**src/rtl/wbu_csr_master.sv**
```systemverilog
// Write-back sequencer: accepts one retired instruction and runs the CSR request/write phase for SYSTEM ops.
// It then commits the rd write and the next PC to the IFU.
module wbu_csr_master #(
  parameter logic [31:0] RESET_PC   = 32'h0,
  parameter logic [11:0] MTVEC_ADDR = 12'h305
) (
  input  logic        clk,
  input  logic        rst,
  input  logic        lsu_wbu_valid,
  output logic        lsu_wbu_ready,
  input  logic [31:0] lsu_to_wbu_inst,
  input  logic [31:0] lsu_pc,
  input  logic [31:0] lsu_dnpc,
  input  logic [31:0] lsu_rs1_data,
  input  logic [31:0] lsu_result,
  output logic [11:0] csr_addr,
  input  logic [31:0] csr_rdata,
  output logic        wbu_csr_valid,
  input  logic        wbu_csr_ready,
  output logic [31:0] csr_wdata,
  output logic [31:0] lsu_to_csr_inst,
  output logic [31:0] csr_pc,
  input  logic [31:0] mtvec,
  input  logic [31:0] mepc,
  output logic        rf_wen,
  output logic [4:0]  rf_waddr,
  output logic [31:0] rf_wdata,
  output logic        wbu_ifu_valid,
  input  logic        wbu_ifu_ready,
  output logic [31:0] next_pc
);

  typedef enum logic [1:0] {
    IDLE     = 2'd0,
    CSR_REQ  = 2'd1,
    CSR_WAIT = 2'd2,
    COMMIT   = 2'd3
  } state_t;

  state_t      state_q, state_d;
  logic [31:0] inst_q, inst_d;
  logic [31:0] pc_q, pc_d;
  logic [31:0] dnpc_q, dnpc_d;
  logic [31:0] rs1_q, rs1_d;
  logic [31:0] result_q, result_d;
  logic [31:0] old_csr_q, old_csr_d;

  function automatic logic csr_class_f(input logic [31:0] i);
    logic sys;
    sys = (i[6:0] == 7'b1110011);
    return sys && ((i[14:12] == 3'b000 && (i[31:20] == 12'h000 || i[31:20] == 12'h302)) ||
                   i[14:12] == 3'b001 || i[14:12] == 3'b010);
  endfunction

  logic is_sys_s, is_ecall_s, is_mret_s, is_csrrw_s, is_csrrs_s, rd_we_s;
  logic unused_param_s;

  assign is_sys_s   = (inst_q[6:0] == 7'b1110011);
  assign is_ecall_s = is_sys_s && (inst_q[14:12] == 3'b000) && (inst_q[31:20] == 12'h000);
  assign is_mret_s  = is_sys_s && (inst_q[14:12] == 3'b000) && (inst_q[31:20] == 12'h302);
  assign is_csrrw_s = is_sys_s && (inst_q[14:12] == 3'b001);
  assign is_csrrs_s = is_sys_s && (inst_q[14:12] == 3'b010);
  assign rd_we_s    = !((inst_q[6:0] == 7'b0100011) || (inst_q[6:0] == 7'b1100011) ||
                        is_ecall_s || is_mret_s) && (inst_q[11:7] != 5'd0);
  assign unused_param_s = ^MTVEC_ADDR;

  assign csr_addr        = inst_q[31:20];
  assign lsu_to_csr_inst = inst_q;
  assign csr_pc          = pc_q;
  assign rf_waddr        = inst_q[11:7];
  assign rf_wdata        = (is_csrrw_s || is_csrrs_s) ? old_csr_q : result_q;

  always_ff @(posedge clk or posedge rst) begin
    if (rst) begin
      state_q   <= IDLE;
      inst_q    <= 32'h0;
      pc_q      <= 32'h0;
      dnpc_q    <= 32'h0;
      rs1_q     <= 32'h0;
      result_q  <= 32'h0;
      old_csr_q <= 32'h0;
    end else begin
      state_q   <= state_d;
      inst_q    <= inst_d;
      pc_q      <= pc_d;
      dnpc_q    <= dnpc_d;
      rs1_q     <= rs1_d;
      result_q  <= result_d;
      old_csr_q <= old_csr_d;
    end
  end

  // Old CSR value is captured on the request handshake, before the CSR unit's write phase.
  always_comb begin
    state_d   = state_q;
    inst_d    = inst_q;
    pc_d      = pc_q;
    dnpc_d    = dnpc_q;
    rs1_d     = rs1_q;
    result_d  = result_q;
    old_csr_d = old_csr_q;
    case (state_q)
      IDLE: begin
        if (lsu_wbu_valid) begin
          inst_d   = lsu_to_wbu_inst;
          pc_d     = lsu_pc;
          dnpc_d   = lsu_dnpc;
          rs1_d    = lsu_rs1_data;
          result_d = lsu_result;
          state_d  = csr_class_f(lsu_to_wbu_inst) ? CSR_REQ : COMMIT;
        end
      end
      CSR_REQ: begin
        if (wbu_csr_ready) begin
          old_csr_d = csr_rdata;
          state_d   = CSR_WAIT;
        end
      end
      CSR_WAIT: state_d = COMMIT;
      COMMIT: begin
        if (wbu_ifu_ready) begin
          state_d = IDLE;
        end
      end
      default: state_d = IDLE;
    endcase
  end

  always_comb begin
    lsu_wbu_ready = 1'b0;
    wbu_csr_valid = 1'b0;
    wbu_ifu_valid = 1'b0;
    rf_wen        = 1'b0;
    csr_wdata     = 32'h0;
    next_pc       = RESET_PC;
    case (state_q)
      IDLE: lsu_wbu_ready = 1'b1;
      CSR_REQ: begin
        wbu_csr_valid = 1'b1;
        if (is_csrrw_s) begin
          csr_wdata = rs1_q;
        end else if (is_csrrs_s) begin
          csr_wdata = csr_rdata | rs1_q;
        end else if (is_ecall_s) begin
          csr_wdata = pc_q;
        end else begin
          csr_wdata = 32'h0;
        end
      end
      CSR_WAIT: wbu_csr_valid = 1'b0;
      COMMIT: begin
        wbu_ifu_valid = 1'b1;
        if (is_ecall_s) begin
          next_pc = mtvec;
        end else if (is_mret_s) begin
          next_pc = mepc;
        end else begin
          next_pc = dnpc_q;
        end
        rf_wen = wbu_ifu_ready && rd_we_s;
      end
      default: lsu_wbu_ready = 1'b0;
    endcase
  end

endmodule
```
**config.mk**
```make
export PLATFORM = sky130hd
export DESIGN_NAME = wbu_csr_master
export DESIGN_NICKNAME = d
export VERILOG_FILES = /design/src/rtl/wbu_csr_master.sv
export SDC_FILE = /design/constraint.sdc
export NUM_CORES = 1
export LEC_CHECK = 0
export CAP_MARGIN = 40
export CORE_AREA = 2 2 173 175
export DETAILED_ROUTE_END_ITERATION = 10
export DIE_AREA = 0 0 175 177
export DONT_BUFFER_PORTS = 1
export PLACE_DENSITY = 0.47
export REMOVE_ABC_BUFFERS = 1
export SYNTH_ARGS = -nofsm -noshare
export SYNTH_HDL_FRONTEND = slang
export SYNTH_SLANG_ARGS = --single-unit
```
**constraint.sdc**
```tcl
create_clock -name clk -period 7.6 [get_ports clk]
set_input_delay 0.38 -clock clk [delete_from_list [all_inputs] [get_ports clk]]
set_output_delay 0.38 -clock clk [all_outputs]
set_load 0.03 [all_outputs]
```
# Word level (Yosys, flattened, before mapping)
# Cells that the tools add are included.
[totals]
reg_bits = 194
inputBits = 261
output_inout_bits = 181
elab_cells = 67
[classes]
eq_ne = 16
mux = 17
bitwise_logic = 1
n_reduce_logical = 26
[ops]
columns = ["operator", "count"]
rows = [
  ["32-bit two-way mux", 8],
  ["32-bit bitwise OR", 1],
  ["12-bit by 10-bit equality test with 1-bit output, second input constant", 2],
  ["12-bit zero test", 2],
  ["7-bit equality test, second input constant", 3],
  ["1-bit logical AND", 9],
  ["2-bit two-way mux", 4],
  ["2-bit one-hot mux with 4 select lines", 1],
  ["7-bit by 6-bit equality test with 1-bit output, second input constant", 1],
  ["1-bit logical OR", 7],
  ["3-bit by 1-bit equality test with 1-bit output, second input constant", 2],
  ["3-bit by 2-bit equality test with 1-bit output, second input constant", 2],
  ["3-bit zero test", 2],
  ["2-bit != test, second input constant", 3],
  ["5-bit nonzero test", 1],
  ["2-bit equality test, second input constant", 2],
  ["1-bit two-way mux", 4],
  ["2-bit AND reduction", 2],
  ["3-bit AND reduction", 1],
  ["2-bit by 1-bit equality test with 1-bit output, second input constant", 1],
  ["2-bit zero test", 1],
  ["1-bit zero test", 1],
]

# Logic depth before layout (Yosys ltp)
[depth]
ltp_word = 9
mapped_depth = 7
mapped_depth_nobuf = 6

# Worst setup path after synthesis
# No wires, ideal clock.
[synth_path]
path_kind = "reg-to-output"
from = "reg inst_q[22] (netlist: lsu_to_csr_inst[22])"
to = "out csr_wdata[10]"
arrival_ns = 1.978
t_required_ns = 7.220
path_slack_ns = 5.242
path_stages_with_launch = 7
cell_sequence = "dfrtp_1 nor4_1 and3_1 buf_2 buf_2 nand4_1 a21oi_1"
[synth_between]
elab_chain_cells = 6
[synth_rtl]
columns = ["element", "line", "rtl"]
rows = [
  ["from (decl)", "41", "logic [31:0] inst_q, inst_d;"],
  ["from (signal assigned)", "84", "inst_q <= inst_d;"],
  ["12-bit zero test", "59", "assign is_ecall_s = is_sys_s && (inst_q[14:12] == 3'b000) && (inst_q[31:20] == 12'h000);"],
  ["1-bit logical AND", "59", ""],
  ["32-bit two-way mux", "144", "end else if (is_ecall_s) begin"],
  ["32-bit two-way mux", "142", "end else if (is_csrrs_s) begin"],
  ["32-bit two-way mux", "140", "if (is_csrrw_s) begin"],
  ["32-bit two-way mux", "136", "case (state_q)"],
  ["to (decl)", "20", "output logic [31:0] csr_wdata,"],
]
# No other way between the ends.

# Worst setup path after layout
[layout_path]
from = "reg inst_q[12] (netlist: lsu_to_csr_inst[12])"
to = "out rf_wdata[28]"
[layout_between]
elab_chain_cells = 4
[layout_rtl]
columns = ["element", "line", "rtl"]
rows = [
  ["3-bit by 1-bit equality test with 1-bit output or 3-bit by 2-bit equality test with 1-bit output (tied branches)", "61, 62", ""],
  ["1-bit logical AND, on equally long branches", "61, 62", ""],
  ["1-bit logical OR (*)", "71", "assign rf_wdata = (is_csrrw_s || is_csrrs_s) ? old_csr_q : result_q;"],
  ["32-bit two-way mux (*)", "71", ""],
  ["to (decl)", "27", "output logic [31:0] rf_wdata,"],
]
# Every way passes the cells marked *; elsewhere a longest branch is shown, timed or not.

==> impl_metrics.csv <==
group,metric,value,unit
status,status,"finished, final reports clean",
placed_design,port_buffers,0,
routing,drt-initial-drc-count,644,
cts,clkLatencyLatePin,0.44,ns
critical_path,cp_slowest_stage_delay,0.77,ns
floorplan,std_cell_rows,63,
power_and_ir_drop,vdd_ir_drop_max,0.000326,V
global_routing,grt_pass1_vias,7559,
logic_synthesis,yosysTopAreaCell,"dfrtp_1",
hold_path,hp-start,"lsu_to_wbu_inst[25]",
timing,tns,0,ns
floorplan,start_util,34.5,%
layout,design_area,0.0109,mm2
routing,routedWlPerCell,25.6,um
critical_path,crit_path_top_delay_cell,"nand2b_2",
logic_synthesis,ys_ff_latch,194,
power_and_ir_drop,p_sw_share,45.4,%
global_routing,track_usage,19.5,%
job,maxCapViolations,0,
timing,drv_slew,0,
cts,cts.path.max_buffers,2,
logic_synthesis,yosysMostFrequentCell,"mux2_2",
routing,num_vias,7109,
power_and_ir_drop,pwr-share-clk,17.5,%
critical_path,path_cells,"nand2b_2, nand2_1, nand2_2, buf_4, mux2_1",
logic_synthesis,syn-instance-count,862,
global_routing,grt_max_degree,121,
floorplan,core,0.0292,mm2
cts,clk_pin_slew,0.08,ns
critical_path,required,7.22,ns
critical_path,startpoint,"lsu_to_csr_inst[12]$_DFFE_PP0P_",
global_routing,overflow,0,
layout,syn2layout_area_growth,8.47,%
critical_path,reg2reg_depth,6,
cts,clockRootBuffer,"clkbuf_16",
power_and_ir_drop,combPwrFrac,36.2,%
timing,worst_pin_slew,0.936,ns
critical_path,crit_arrival,3.57,ns
logic_synthesis,netlist.area_leader.share,48.1,%
timing,rsz0062_at_grt,"false",
timing,finalCritPeriodShare,51.9,%
layout,layout.nets,1063,
critical_path,end_kind,"output pin",
cts,cts_buffers,17,
timing,fin_crit,3.95,ns
cts,cts_setup_buffers,0,
placed_design,gp_congestion,0.936,
critical_path,crit_type,"reg2out",
hold_path,min_path_cells,1,
critical_path,worstPathMaxFanout,43,
power_and_ir_drop,power,5.17,mW
routing,drc,0,
global_routing,grt_pass1_wl,46400,um
logic_synthesis,ys_types,38,
placed_design,dp_hpwl,22200,um
critical_path,worst_setup_path_start_kind,"register",
floorplan,die_width,175,um
logic_synthesis,synth_area,0.0101,mm2
logic_synthesis,synth_area_leaders,"dfrtp_1 (48%), mux2_2 (22%), o31ai_1 (4.8%)",
global_routing,antenna_found_initial,3,
logic_synthesis,synth_edf_count,0,
timing,holdWs,0.0855,ns
layout,drive_gt1_share,32.2,%
timing,clock_skew,0.0113,ns
timing,timing.slew.headroom,37.6,%
logic_synthesis,avgSynthCellArea,11.7,um2
power_and_ir_drop,power.switching,2.35,mW
power_and_ir_drop,power.density,473,mW/mm2
placed_design,place_area,0.0103,mm2
floorplan,die_h,177,um
logic_synthesis,ys_seq_area_share,48.1,%
cts,cts_tree,"built",
floorplan,ioPinCount,442,
power_and_ir_drop,p_int,2.83,mW
timing,max_freq,0.253,GHz
logic_synthesis,ys.flop_type,"dfrtp_1",
cts,h-tree-depth,4,
floorplan,dieArea,0.0310,mm2
timing,hold_viol,0,
timing,setup_viol,0,
routing,vias_per_cell,5.90,
hold_path,hp-class,"in2reg",
power_and_ir_drop,p_seq_share,46.3,%
critical_path,crit-reg2reg-launch,"state_q[0]$_DFFE_PP0P_",
routing,dr.pass1.iters,8,
routing,ant_nets,0,
routing,wirelength,30900,um
logic_synthesis,ys.warnings.count,0,
logic_synthesis,async_flop_share,100,%
logic_synthesis,netlist_top_cells_count,"mux2_2 (200), dfrtp_1 (194), a21oi_1 (66), o31ai_1 (65), clkbuf_1 (39)",
power_and_ir_drop,cellLeakagePower,4.24,nW
cts,cts_sinks,194,
cell families after synthesis:
kind of cell / count (synthesis) / synth area share (%)
AOI/OAI and AO/OA: 233 / 14.9
muxes: 225 / 25.1
buffers and inverters: 109 / 5.24
DFF: 194 / 48.1
and+or+nand+nor: 97 / 6.07
adders and majority gates: 4 / 0.496
layout make-up:
| class | count | area, um2 |
|---|---|---|
| antenna | 4 | 10.0 |
| clock buffer | 19 | 453 |
| clock inverter | 12 | 121 |
| fill | 2863 | 18300 |
| inverter | 7 | 33.8 |
| multi-input combinational | 559 | 4740 |
| sequential | 194 | 4850 |
| tap | 390 | 488 |
| timing repair buffer | 19 | 241 |
metrics by stage:
stage	utilization, %	setup slack, ns	std cells
global placement	34.9	4.03	1162
CTS	37.4	3.62	1200
finish	37.4	3.65	1204
floorplan	-	0.846	760
global route	37.4	3.45	1203
detailed placement	35.4	4.11	1168
worst max-delay path, delay by kind of cell (launching register included):
kind	cells	cell delay [ns]
buffers and inverters	1	0.56
flip-flops	1	0.62
multiplexers	1	0.52
AND/OR/NAND/NOR	3	1.36
layer usage:
layer	GRT usage (%)	vias to the layer above	share of wire (%)
li1	-	3098	-
met5	0	-	0
met2	33.4	356	52
met1	23.3	3610	39
met3	5.82	45	7.5
met4	6.42	0	2.0
registers in the layout, indices dropped and copies added (netlist names):
name	flops
old_csr_q	32
dnpc_q	32
result_q	32
lsu_to_csr_inst	32
rs1_q	32
state_q	2
csr_pc	32
repair_timing:
action / CTS / global route
gates resized for setup: 0 / 0
hold buffers: 1 / 0
hold endpoints to repair: 50 / 0
power groups by stage:
stage | Clock (mW) | Sequential [mW] | Combinational (mW)
6_report | 0.905 | 2.40 | 1.87
5_1_grt | 0.980 | 2.47 | 2.02
4_1_cts | 0.936 | 2.40 | 1.88
3_5_place_dp | 0 | 2.42 | 1.87
3_3_place_gp | 0 | 2.41 | 1.79
2_1_floorplan | 0 | 2.27 | 1.57
cell usage in the layout, fill, tap and decap left out, types with 2 or more instances in the layout:
cell type,netlist,routed
clkinvlp_4,0,3
ha_1,4,3
clkbuf_16,0,17
mux2_2,200,200
dfrtp_1,194,194
clkbuf_8,0,2
o21ai_0,34,34
inv_8,0,2
nand4_1,34,34
nand2b_2,0,2
inv_1,7,6
nand2_2,1,2
diode_2,0,4
and3_1,33,32
nor2_1,2,2
nor3_1,3,2
nand3_1,4,3
inv_6,0,5
a21oi_1,66,66
nand2_1,5,3
buf_4,19,12
or3_1,2,2
o211ai_1,32,32
o21a_1,32,32
buf_16,0,4
o31ai_1,65,65
mux2_1,25,25
path summary, 6_finish.rpt:
path | slack (ns) | end
max in group asynchronous | 5.66 | lsu_to_csr_inst[11]$_DFFE_PP0P_
worst min-delay path | 0.09 | lsu_to_csr_inst[25]$_DFFE_PP0P_
worst max register to register | 5.24 | result_q[26]$_DFFE_PP0P_
worst max-delay path | 3.65 | rf_wdata[28]
worst min register to register | 0.51 | old_csr_q[18]$_DFFE_PP0P_
min in group asynchronous | 0.61 | csr_pc[6]$_DFFE_PP0P_
No activity file was read; power rests on OpenSTA's default activity.
